<file path="config.mk">
export PLATFORM = sky130hd
export DESIGN_NAME = vec_mul_seq_ctrl_flat
export DESIGN_NICKNAME = d
export VERILOG_FILES = /design/src/rtl/vec_mul_seq_ctrl_pkg.sv /design/src/rtl/vec_mul_seq_ctrl_if.sv /design/src/rtl/vec_mul_seq_ctrl_valid_delay_line.sv /design/src/rtl/vec_mul_seq_ctrl.sv /design/src/flat_wrapper.sv
export SDC_FILE = /design/constraint.sdc
export NUM_CORES = 1
export LEC_CHECK = 0
export ABC_AREA = 1
export CORE_MARGIN = 5
export CORE_UTILIZATION = 45
export DETAILED_ROUTE_END_ITERATION = 10
export PLACE_DENSITY = 0.78
export RECOVER_POWER = 50
export SLEW_MARGIN = 5
export SYNTH_ARGS = -nofsm -noshare
export SYNTH_HDL_FRONTEND = slang
export SYNTH_HIERARCHICAL = 1
export SYNTH_SLANG_ARGS = --single-unit
</file>
<file path="constraint.sdc">
create_clock -name clk -period 2.2 [get_ports clk]
set_input_delay 0.33 -clock clk [delete_from_list [all_inputs] [get_ports clk]]
set_output_delay 0.33 -clock clk [all_outputs]
set_load 0.01 [all_outputs]
</file>
<file path="src/rtl/vec_mul_seq_ctrl_pkg.sv">
// vec_mul_pkg: shared state encoding and defaults for the vector-multiplier run sequencer
package vec_mul_pkg;
  localparam int ADDR_W = 10;
  localparam int PIPE_LAT = 2;
  typedef enum logic [2:0] {S_IDLE, S_WFETCH, S_WLOAD, S_ISSUE, S_DRAIN, S_FINISH} state_t;
endpackage

</file>
<file path="src/rtl/vec_mul_seq_ctrl_if.sv">
// vec_mul_seq_ctrl_if: host/FIFO/UB/Results SRAM signals of the run sequencer
interface vec_mul_seq_ctrl_if #(parameter int AW = vec_mul_pkg::ADDR_W);
  logic start, abort, reload, fifo_empty;
  logic [AW-1:0] num_vectors, src_base, dst_base;
  logic fifo_read_enable, weight_reload, res_write_enable, busy, done;
  logic [AW-1:0] ub_address, res_address;
  modport master (
    output start, abort, reload, num_vectors, src_base, dst_base, fifo_empty,
    input fifo_read_enable, weight_reload, ub_address, res_write_enable, res_address, busy, done
  );
  modport slave (
    input start, abort, reload, num_vectors, src_base, dst_base, fifo_empty,
    output fifo_read_enable, weight_reload, ub_address, res_write_enable, res_address, busy, done
  );
endinterface

</file>
<file path="src/rtl/vec_mul_seq_ctrl_valid_delay_line.sv">
// valid_delay_line: DEPTH-stage 1-bit shift register tracking results still in the datapath
module valid_delay_line #(
  parameter int DEPTH = 2
) (
  input  logic clk,
  input  logic rstn,
  input  logic i_clr,
  input  logic i_in,
  output logic o_out,
  output logic o_empty
);
  logic [DEPTH-1:0] r_sr;
  always_ff @(posedge clk or negedge rstn)
    if (!rstn) r_sr <= '0;
    else r_sr <= i_clr ? '0 : (r_sr << 1) | DEPTH'(i_in);
  assign o_out = r_sr[DEPTH-1];
  assign o_empty = ~|r_sr;
endmodule

</file>
<file path="src/rtl/vec_mul_seq_ctrl.sv">
// vec_mul_seq_ctrl: sequences weight reload, UB address streaming and delayed Results SRAM writes
module vec_mul_seq_ctrl
  import vec_mul_pkg::*;
#(
  parameter int ADDRESSSIZE = ADDR_W,
  parameter int PIPE_LATENCY = PIPE_LAT
) (
  input logic clk,
  input logic rstn,
  vec_mul_seq_ctrl_if.slave bus
);
  localparam logic [ADDRESSSIZE-1:0] ONE = ADDRESSSIZE'(1);
  state_t r_state, w_next;
  logic [ADDRESSSIZE-1:0] r_n, r_icnt, r_ub, r_wa;
  logic r_wl, r_wen, r_busy, r_done;
  logic w_accept, w_pop, w_dl_out, w_dl_empty;
  assign w_accept = r_state == S_IDLE && bus.start && !bus.abort;
  assign w_pop = r_state == S_WFETCH && !bus.fifo_empty && !bus.abort;
  always_comb begin
    w_next = r_state;
    case (r_state)
      S_IDLE:   if (bus.start) w_next = bus.reload ? S_WFETCH : bus.num_vectors == '0 ? S_FINISH : S_ISSUE;
      S_WFETCH: if (!bus.fifo_empty) w_next = S_WLOAD;
      S_WLOAD:  w_next = r_n == '0 ? S_FINISH : S_ISSUE;
      S_ISSUE:  if (r_icnt == r_n - ONE) w_next = S_DRAIN;
      S_DRAIN:  if (w_dl_empty) w_next = S_FINISH;
      S_FINISH: w_next = S_IDLE;
      default:  w_next = S_IDLE;
    endcase
    if (bus.abort) w_next = S_IDLE;
  end
  always_ff @(posedge clk or negedge rstn)
    if (!rstn) r_state <= S_IDLE;
    else r_state <= w_next;
  // strobes are registered from the next state so they line up with the state they describe
  always_ff @(posedge clk or negedge rstn)
    if (!rstn) begin
      r_n <= '0;
      r_icnt <= '0;
      r_ub <= '0;
      r_wa <= '0;
      r_wl <= 1'b0;
      r_wen <= 1'b0;
      r_busy <= 1'b0;
      r_done <= 1'b0;
    end else begin
      if (w_accept) begin
        r_n <= bus.num_vectors;
        r_icnt <= '0;
        r_ub <= bus.src_base;
      end else if (r_state == S_ISSUE) begin
        r_icnt <= r_icnt + ONE;
        r_ub <= r_ub + ONE;
      end
      r_wa <= w_accept ? bus.dst_base : r_wen ? r_wa + ONE : r_wa;
      r_wl <= w_next == S_WLOAD;
      r_wen <= w_dl_out && !bus.abort;
      r_busy <= w_next != S_IDLE;
      r_done <= w_next == S_FINISH;
    end
  // one extra output register after the delay line gives the full PIPE_LATENCY alignment
  valid_delay_line #(.DEPTH(PIPE_LATENCY)) u_vdl (
    .clk(clk),
    .rstn(rstn),
    .i_clr(bus.abort),
    .i_in(w_next == S_ISSUE),
    .o_out(w_dl_out),
    .o_empty(w_dl_empty)
  );
  assign bus.fifo_read_enable = w_pop;
  assign bus.weight_reload = r_wl;
  assign bus.ub_address = r_ub;
  assign bus.res_write_enable = r_wen;
  assign bus.res_address = r_wa;
  assign bus.busy = r_busy;
  assign bus.done = r_done;
endmodule

</file>
<file path="src/flat_wrapper.sv">
// flat-port wrapper written by rule: the top's interface ports become plain ports
module vec_mul_seq_ctrl_flat import vec_mul_pkg::*;
#(
  parameter int ADDRESSSIZE = ADDR_W,
  parameter int PIPE_LATENCY = PIPE_LAT
)
  (clk, rstn, bus_start, bus_abort, bus_reload, bus_num_vectors, bus_src_base, bus_dst_base, bus_fifo_empty, bus_fifo_read_enable, bus_weight_reload, bus_ub_address, bus_res_write_enable, bus_res_address, bus_busy, bus_done);
  vec_mul_seq_ctrl_if #(.AW((ADDR_W))) bus_i ();
  input logic clk;
  input logic rstn;
  input wire logic [$bits(bus_i.start)-1:0] bus_start;
  input wire logic [$bits(bus_i.abort)-1:0] bus_abort;
  input wire logic [$bits(bus_i.reload)-1:0] bus_reload;
  input wire logic [$bits(bus_i.num_vectors)-1:0] bus_num_vectors;
  input wire logic [$bits(bus_i.src_base)-1:0] bus_src_base;
  input wire logic [$bits(bus_i.dst_base)-1:0] bus_dst_base;
  input wire logic [$bits(bus_i.fifo_empty)-1:0] bus_fifo_empty;
  output wire logic [$bits(bus_i.fifo_read_enable)-1:0] bus_fifo_read_enable;
  output wire logic [$bits(bus_i.weight_reload)-1:0] bus_weight_reload;
  output wire logic [$bits(bus_i.ub_address)-1:0] bus_ub_address;
  output wire logic [$bits(bus_i.res_write_enable)-1:0] bus_res_write_enable;
  output wire logic [$bits(bus_i.res_address)-1:0] bus_res_address;
  output wire logic [$bits(bus_i.busy)-1:0] bus_busy;
  output wire logic [$bits(bus_i.done)-1:0] bus_done;
  assign bus_i.start = bus_start;
  assign bus_i.abort = bus_abort;
  assign bus_i.reload = bus_reload;
  assign bus_i.num_vectors = bus_num_vectors;
  assign bus_i.src_base = bus_src_base;
  assign bus_i.dst_base = bus_dst_base;
  assign bus_i.fifo_empty = bus_fifo_empty;
  assign bus_fifo_read_enable = bus_i.fifo_read_enable;
  assign bus_weight_reload = bus_i.weight_reload;
  assign bus_ub_address = bus_i.ub_address;
  assign bus_res_write_enable = bus_i.res_write_enable;
  assign bus_res_address = bus_i.res_address;
  assign bus_busy = bus_i.busy;
  assign bus_done = bus_i.done;
  vec_mul_seq_ctrl #(.ADDRESSSIZE(ADDRESSSIZE), .PIPE_LATENCY(PIPE_LATENCY)) u_core (.clk(clk), .rstn(rstn), .bus(bus_i));
endmodule
</file>
* Word level (Yosys, flattened, before mapping) *
Cells that the tools add are included.

word-level totals
  register bits = 49
  latch bits = 0
  bits in writable memories = 0
  ROM bits = 0
  input bits = 36
  output and inout port bits = 25
  logic and storage cells = 53
  memories kept = 0

cells by class
  add/subtract/negate cells = 4
  multiply operators = 0
  div/mod/pow operators = 0
  magnitude comparators = 0
  equal/unequal tests = 8
  shifts and indexed selects = 0
  multiplexer cells = 16
  bitwise logic cells = 1
  reductions and logical operators = 14

operators with widths
  kind                     count
  $mux W10                 6
  $add A10 B1 Y10 const B  3
  $mux W3                  8
  $logic_not A10 Y1        2
  $pmux W3 S5              1
  $eq A3 B2 Y1 const B     4
  $eq A10 B10 Y1           1
  $sub A10 B1 Y10 const B  1
  $eq A3 B3 Y1 const B     2
  $logic_and A1 B1 Y1      5
  $reduce_bool A2 Y1       2
  $eq A3 B1 Y1 const B     1
  $logic_not A3 Y1         1
  $reduce_bool A3 Y1       1
  $logic_not A1 Y1         2
  $mux W2                  1
  $or A2 B1 Y2             1
  $reduce_or A2 Y1         1

* Logic depth before layout (Yosys ltp) *
Gate-level depths: netlist of the first run.

  depth after elaboration = 9
  gate-level depth with buffers = 18
  gate-level depth less buffers = 18

* Modules after synthesis *
Netlist of the first run, hierarchy kept.

modules (own cells, without submodules)
  module            instances  cells each  area each (um2)  seq. area each (um2)
  vec_mul_seq_ctrl  1          395         2831.5           1176.1
  valid_delay_line  1          7           71.3             50.0

* Worst setup path before layout of the first run *
No wires, ideal clock.

  path kind = register to register
  start point = register u_core.r_n[0]
  end point = register u_core.u_vdl.r_sr[0]
  setup time = 113 ps
  arrival = 1612 ps
  data required time = 2087 ps
  slack = 475 ps
  stages on the path, launching flop included = 18
  path buffers = 0
  period minus slack after synthesis = 1725 ps
  path through = dfrtp_1 > inv_1 > ha_1 > inv_1 > nand2_1 > nand2_1 > nand2_1 > nand2_1 > nor2_1 > nand3_1 > nor2_2 > nand2_1 > nand2_1 > nand2_1 > nand2_1 > nor2_1 > inv_1 > nor2_1

between the ends
  word-level cells in the longest chain between the ends = 8
  elaborated cells on any way between the ends = 10
  classes of those cells = add/sub (1); eq/ne (2); mux (5); bitwise (1); reduce/logical (1)

ends and longest elaborated chain
  element                   line                                     RTL
  start: declaration        vec_mul_seq_ctrl.sv:14                   logic [ADDRESSSIZE-1:0] r_n, r_icnt, r_ub, r_wa;
  start signal: assignment  vec_mul_seq_ctrl.sv:48                   r_n <= bus.num_vectors;
  $sub A10 B1 Y10           vec_mul_seq_ctrl.sv:25                   S_ISSUE: if (r_icnt == r_n - ONE) w_next = S_DRAIN;
  $eq A10 B10 Y1            vec_mul_seq_ctrl.sv:25
  $mux W3                   vec_mul_seq_ctrl.sv:25
  $pmux W3 S5 *             vec_mul_seq_ctrl.sv:21                   case (r_state)
  $mux W3 *                 vec_mul_seq_ctrl.sv:30                   if (bus.abort) w_next = S_IDLE;
  $eq A3 B2 Y1 *            vec_mul_seq_ctrl.sv:66                   .i_in(w_next == S_ISSUE),
  $or A2 B1 Y2 *            vec_mul_seq_ctrl_valid_delay_line.sv:15  else r_sr <= i_clr ? '0 : (r_sr << 1) | DEPTH'(i_in);
  $mux W2 *                 vec_mul_seq_ctrl_valid_delay_line.sv:15
  end signal: assignment    vec_mul_seq_ctrl_valid_delay_line.sv:15
  end: declaration          vec_mul_seq_ctrl_valid_delay_line.sv:12  logic [DEPTH-1:0] r_sr;

Mark *: on every way between the ends. The rest lies on a longest branch, timed or not.
A chain may end at the register's enable or synchronous reset.

* Final worst setup path of the first run *
  start point = register u_core.r_n[1]
  end point = register u_core.u_vdl.r_sr[0]

Same word-level chain as after synthesis.

==> results of run 1 <==
## critical path, stage by stage (launching register included)
cell and delay [ns]:
dfrtp_1 0.39, inv_1 0.10, ha_1 0.24, nand2_2 0.09
inv_2 0.07, nand4_1 0.16, nand3_1 0.13, nand2_1 0.07
nor2_2 0.10, nand2_1 0.06, nand2_1 0.08, nand2_1 0.05
nand2_1 0.10, nor2_1 0.06, inv_1 0.05, nor2_1 0.03
## power by group
| part | internal (mW) | switching [mW] |
|---|---|---|
| Clock | 0.255 | 0.309 |
| Sequential | 1.16 | 0.287 |
| Combinational | 0.746 | 0.851 |
| Total | 2.16 | 1.45 |
## placed cells by master, fill, tap and decap left out, types with 4 or more instances in the layout
cell / n
nor3_1: 13
clkdlybuf4s50_1: 48
nor2_1: 47
inv_1: 54
dfrtp_1: 48
buf_4: 6
xor2_1: 6
nand2_1: 106
xnor2_1: 4
a211oi_1: 4
dlygate4sd3_1: 10
o21ai_0: 26
nand2_2: 4
a21oi_1: 9
nand3_1: 27
nand3_2: 4
o211ai_1: 4
nor2_2: 8
ha_1: 4
clkbuf_8: 6
## sequential cells by signal (all words and copies together) (netlist names)
signal,count
u_core/r_n,10
u_core/bus.res_write_enable,1
u_core/bus.ub_address,10
u_core/bus.busy,1
u_core/bus.res_address,10
u_core/r_icnt,10
u_core/bus.done,1
u_core/r_state,3
u_core/u_vdl/r_sr,2
u_core/bus.weight_reload,1
## timing repair
action | in CTS | in global routing
setup buffers | 0 | 1
resized for setup | 0 | 3
endpoints found under the setup margin | 0 | 1
endpoints found under the hold margin | 0 | 0
## routing by layer
| layer | part of all wire (%) | vias to the layer above |
|---|---|---|
| met5 | 0 | - |
| met4 | 1.0 | 0 |
| met3 | 4.0 | 6 |
| met2 | 48 | 59 |
| met1 | 47 | 1242 |
| li1 | - | 1409 |
## logic make-up after synthesis
| kind of cell | share of synthesized area (%) |
|---|---|
| adder cells (fa/ha/maj) | 1.72 |
| AND/OR/NAND/NOR | 33.0 |
| XOR/XNOR | 3.02 |
| flip-flops | 42.2 |
| AO/OA/AOI/OAI | 10.8 |
| buffers and inverters | 9.18 |
## through the flow
stage	std cells	worst slack (ns)	area [µm²]	power [mW]
final	543	0.274	3690	3.61
after global routing	543	0.0372	3690	3.92
after CTS	542	0.0595	3680	3.65
after detailed placement	534	0.225	3590	3.08
after global placement	534	0.291	3590	3.03
after floorplan	402	0.475	2900	2.41
## worst max path at each step
stage,start,to,slack (ns),cells past startpoint
2_1_floorplan,u_core/r_n[0]$_DFFE_PN0P_,u_core/u_vdl/r_sr[0]$_DFF_PN0_,0.48,17
3_3_place_gp,bus_start,u_core/bus.res_address[3]$_DFFE_PN0P_,0.29,7
3_5_place_dp,bus_start,u_core/bus.res_address[3]$_DFFE_PN0P_,0.22,7
4_1_cts,u_core/r_state[1]$_DFF_PN0_,bus_fifo_read_enable,0.06,4
5_1_grt,u_core/r_n[0]$_DFFE_PN0P_,u_core/u_vdl/r_sr[0]$_DFF_PN0_,0.04,16
6_report,u_core/r_n[1]$_DFFE_PN0P_,u_core/u_vdl/r_sr[0]$_DFF_PN0_,0.27,15
## cell type report
| class | count | area, µm² |
|---|---|---|
| Timing Repair Buffer | 67 | 648 |
| Tap cell | 77 | 96.3 |
| Clock buffer | 6 | 82.6 |
| Fill cell | 577 | 2620 |
| Sequential cell | 49 | 1230 |
| Multi-Input combinational cell | 285 | 1410 |
| Inverter | 57 | 214 |
| Clock inverter | 2 | 13.8 |
## synthesized netlist by cell type
library cell / instances / area [µm²]
nand4_1: 3 / 18.8
dfrtp_1: 49 / 1230
nor2_1: 47 / 176
xnor2_1: 4 / 35.0
nand3b_1: 1 / 7.51
nor2_4: 2 / 22.5
nand3_2: 4 / 40.0
nand2_1: 106 / 398
o22ai_1: 2 / 12.5
buf_2: 9 / 45.0
o31ai_1: 1 / 7.51
a311oi_1: 1 / 8.76
inv_2: 3 / 11.3
a211oi_1: 4 / 30.0
nor3_1: 13 / 65.1
a221oi_1: 1 / 8.76
xor2_1: 6 / 52.6
o21ai_1: 1 / 5.00
o311ai_0: 1 / 8.76
ha_1: 4 / 50.1
o211ai_1: 4 / 30.0
clkbuf_1: 2 / 7.51
nand2_2: 4 / 25.0
a21oi_1: 9 / 45.0
a31oi_1: 3 / 18.8
nor3_2: 2 / 20.0
o221ai_1: 1 / 8.76
nand3_1: 27 / 135
inv_1: 54 / 203
nor2_2: 8 / 50.1
o21ai_0: 26 / 130
==> impl_metrics.env, run 1 <==
export IMPL_syn_nets=442
export IMPL_avgViaCountPerCell=5.00
export IMPL_endpoint_kind="flop"
export IMPL_cts_hold_buf=0
export IMPL_final_net_count=505
export IMPL_cts_root_buffer="clkbuf_8"
export IMPL_crit_path_max_fanout=4
export IMPL_synth_avg_cell_area_um2=7.22
export IMPL_layout_drive_gt1_share_pct=8.58
export IMPL_drv_cap=0
export IMPL_hold_viol=0
export IMPL_fin_util_pct=58.5
export IMPL_insertion_delay_ns=0.30
export IMPL_grt_pass1_vias=2569
export IMPL_busiest_layer="met2"
export IMPL_syn_inst=402
export IMPL_grt_pass1_wl_mm=12.1
export IMPL_numCtsBuffers=5
export IMPL_yosysUniqueCellTypes=31
export IMPL_fin_crit_sh_pct=87.5
export IMPL_rsz0062_at_grt="false"
export IMPL_initial_core_util_pct=46.0
export IMPL_start_kind="flop"
export IMPL_die_w_um=90.3
export IMPL_outcome="completed"
export IMPL_dr_total_vias=2716
export IMPL_syn2layout_area_growth_pct=27.2
export IMPL_portBuffers=60
export IMPL_yosysWarnings=6
export IMPL_drt_first_pass_iters=4
export IMPL_max_slew_margin_pct=18.8
export IMPL_setup_violations_final=0
export IMPL_arrival_ns=2.11
export IMPL_path_class="flop to flop"
export IMPL_detail_route_antenna_nets=0
export IMPL_core_mm2=0.00631
export IMPL_powerDensity_mw_per_mm2=977
export IMPL_worstRegToRegCells=15
export IMPL_drt_total_wl_mm=6.97
export IMPL_die_area_mm2=0.00816
export IMPL_die_y_um=90.3
export IMPL_drtIter0Drc=184
export IMPL_finalSetupTns_ns=0
export IMPL_holdWs_ns=0.351
export IMPL_drv_slew=0
export IMPL_finClkSkew_ns=0.00351
export IMPL_grt_antenna_before_repair=0
export IMPL_hp_class="input port to async pin"
export IMPL_period_minus_slack_ns=1.93
export IMPL_yosysSeqAreaShare_pct=42.2
export IMPL_clockBufferDepth=2
export IMPL_clock_sinks=49
export IMPL_num_io_pins=61
export IMPL_h_tree_depth=2
export IMPL_grt_total_usage_pct=17.4
export IMPL_ff2ff_setup_slack_ns=0.27
export IMPL_detail_route_wl_per_cell_um=12.8
export IMPL_overflow=0
export IMPL_rr_endpoint="u_core/u_vdl/r_sr[0]$_DFF_PN0_"
export IMPL_worstMarginPinSlew_ns=1.22
export IMPL_cts_clk_slew_worst_paths_ns=0.09
export IMPL_vdd_drop_max_mv=0.467
export IMPL_drc=0
export IMPL_r2r_start="u_core/r_n[1]$_DFFE_PN0P_"
export IMPL_rows=29
export IMPL_p_leak_nw=1.76
export IMPL_dpl_hpwl_mm=5.17
export IMPL_gr_usage_met1_pct=23.5
export IMPL_num_antenna_cells=0
export IMPL_synth_area_mm2=0.00290
export IMPL_max_freq_mhz=519
export IMPL_gp_congestion=0.879
export IMPL_synth_seq_cells=49
export IMPL_use_met3_pct=2.75
export IMPL_grtUsageMet2_pct=29.1
export IMPL_cts_tree="built"
export IMPL_cp_required_ns=2.39
export IMPL_grt_max_degree=50
No activity file was read; power rests on OpenSTA's default activity.
==> run 2, diff against run 1 <==
CAP_MARGIN = 20   (was unset)
==> results of run 2 <==
No change in the layout: final DEF, timing and power equal those of run 1.
==> run 3, diff against run 2 <==
HOLD_SLACK_MARGIN = 0.12   (was unset)
==> results of run 3 <==
No change in the layout: final DEF, timing and power equal those of run 1.
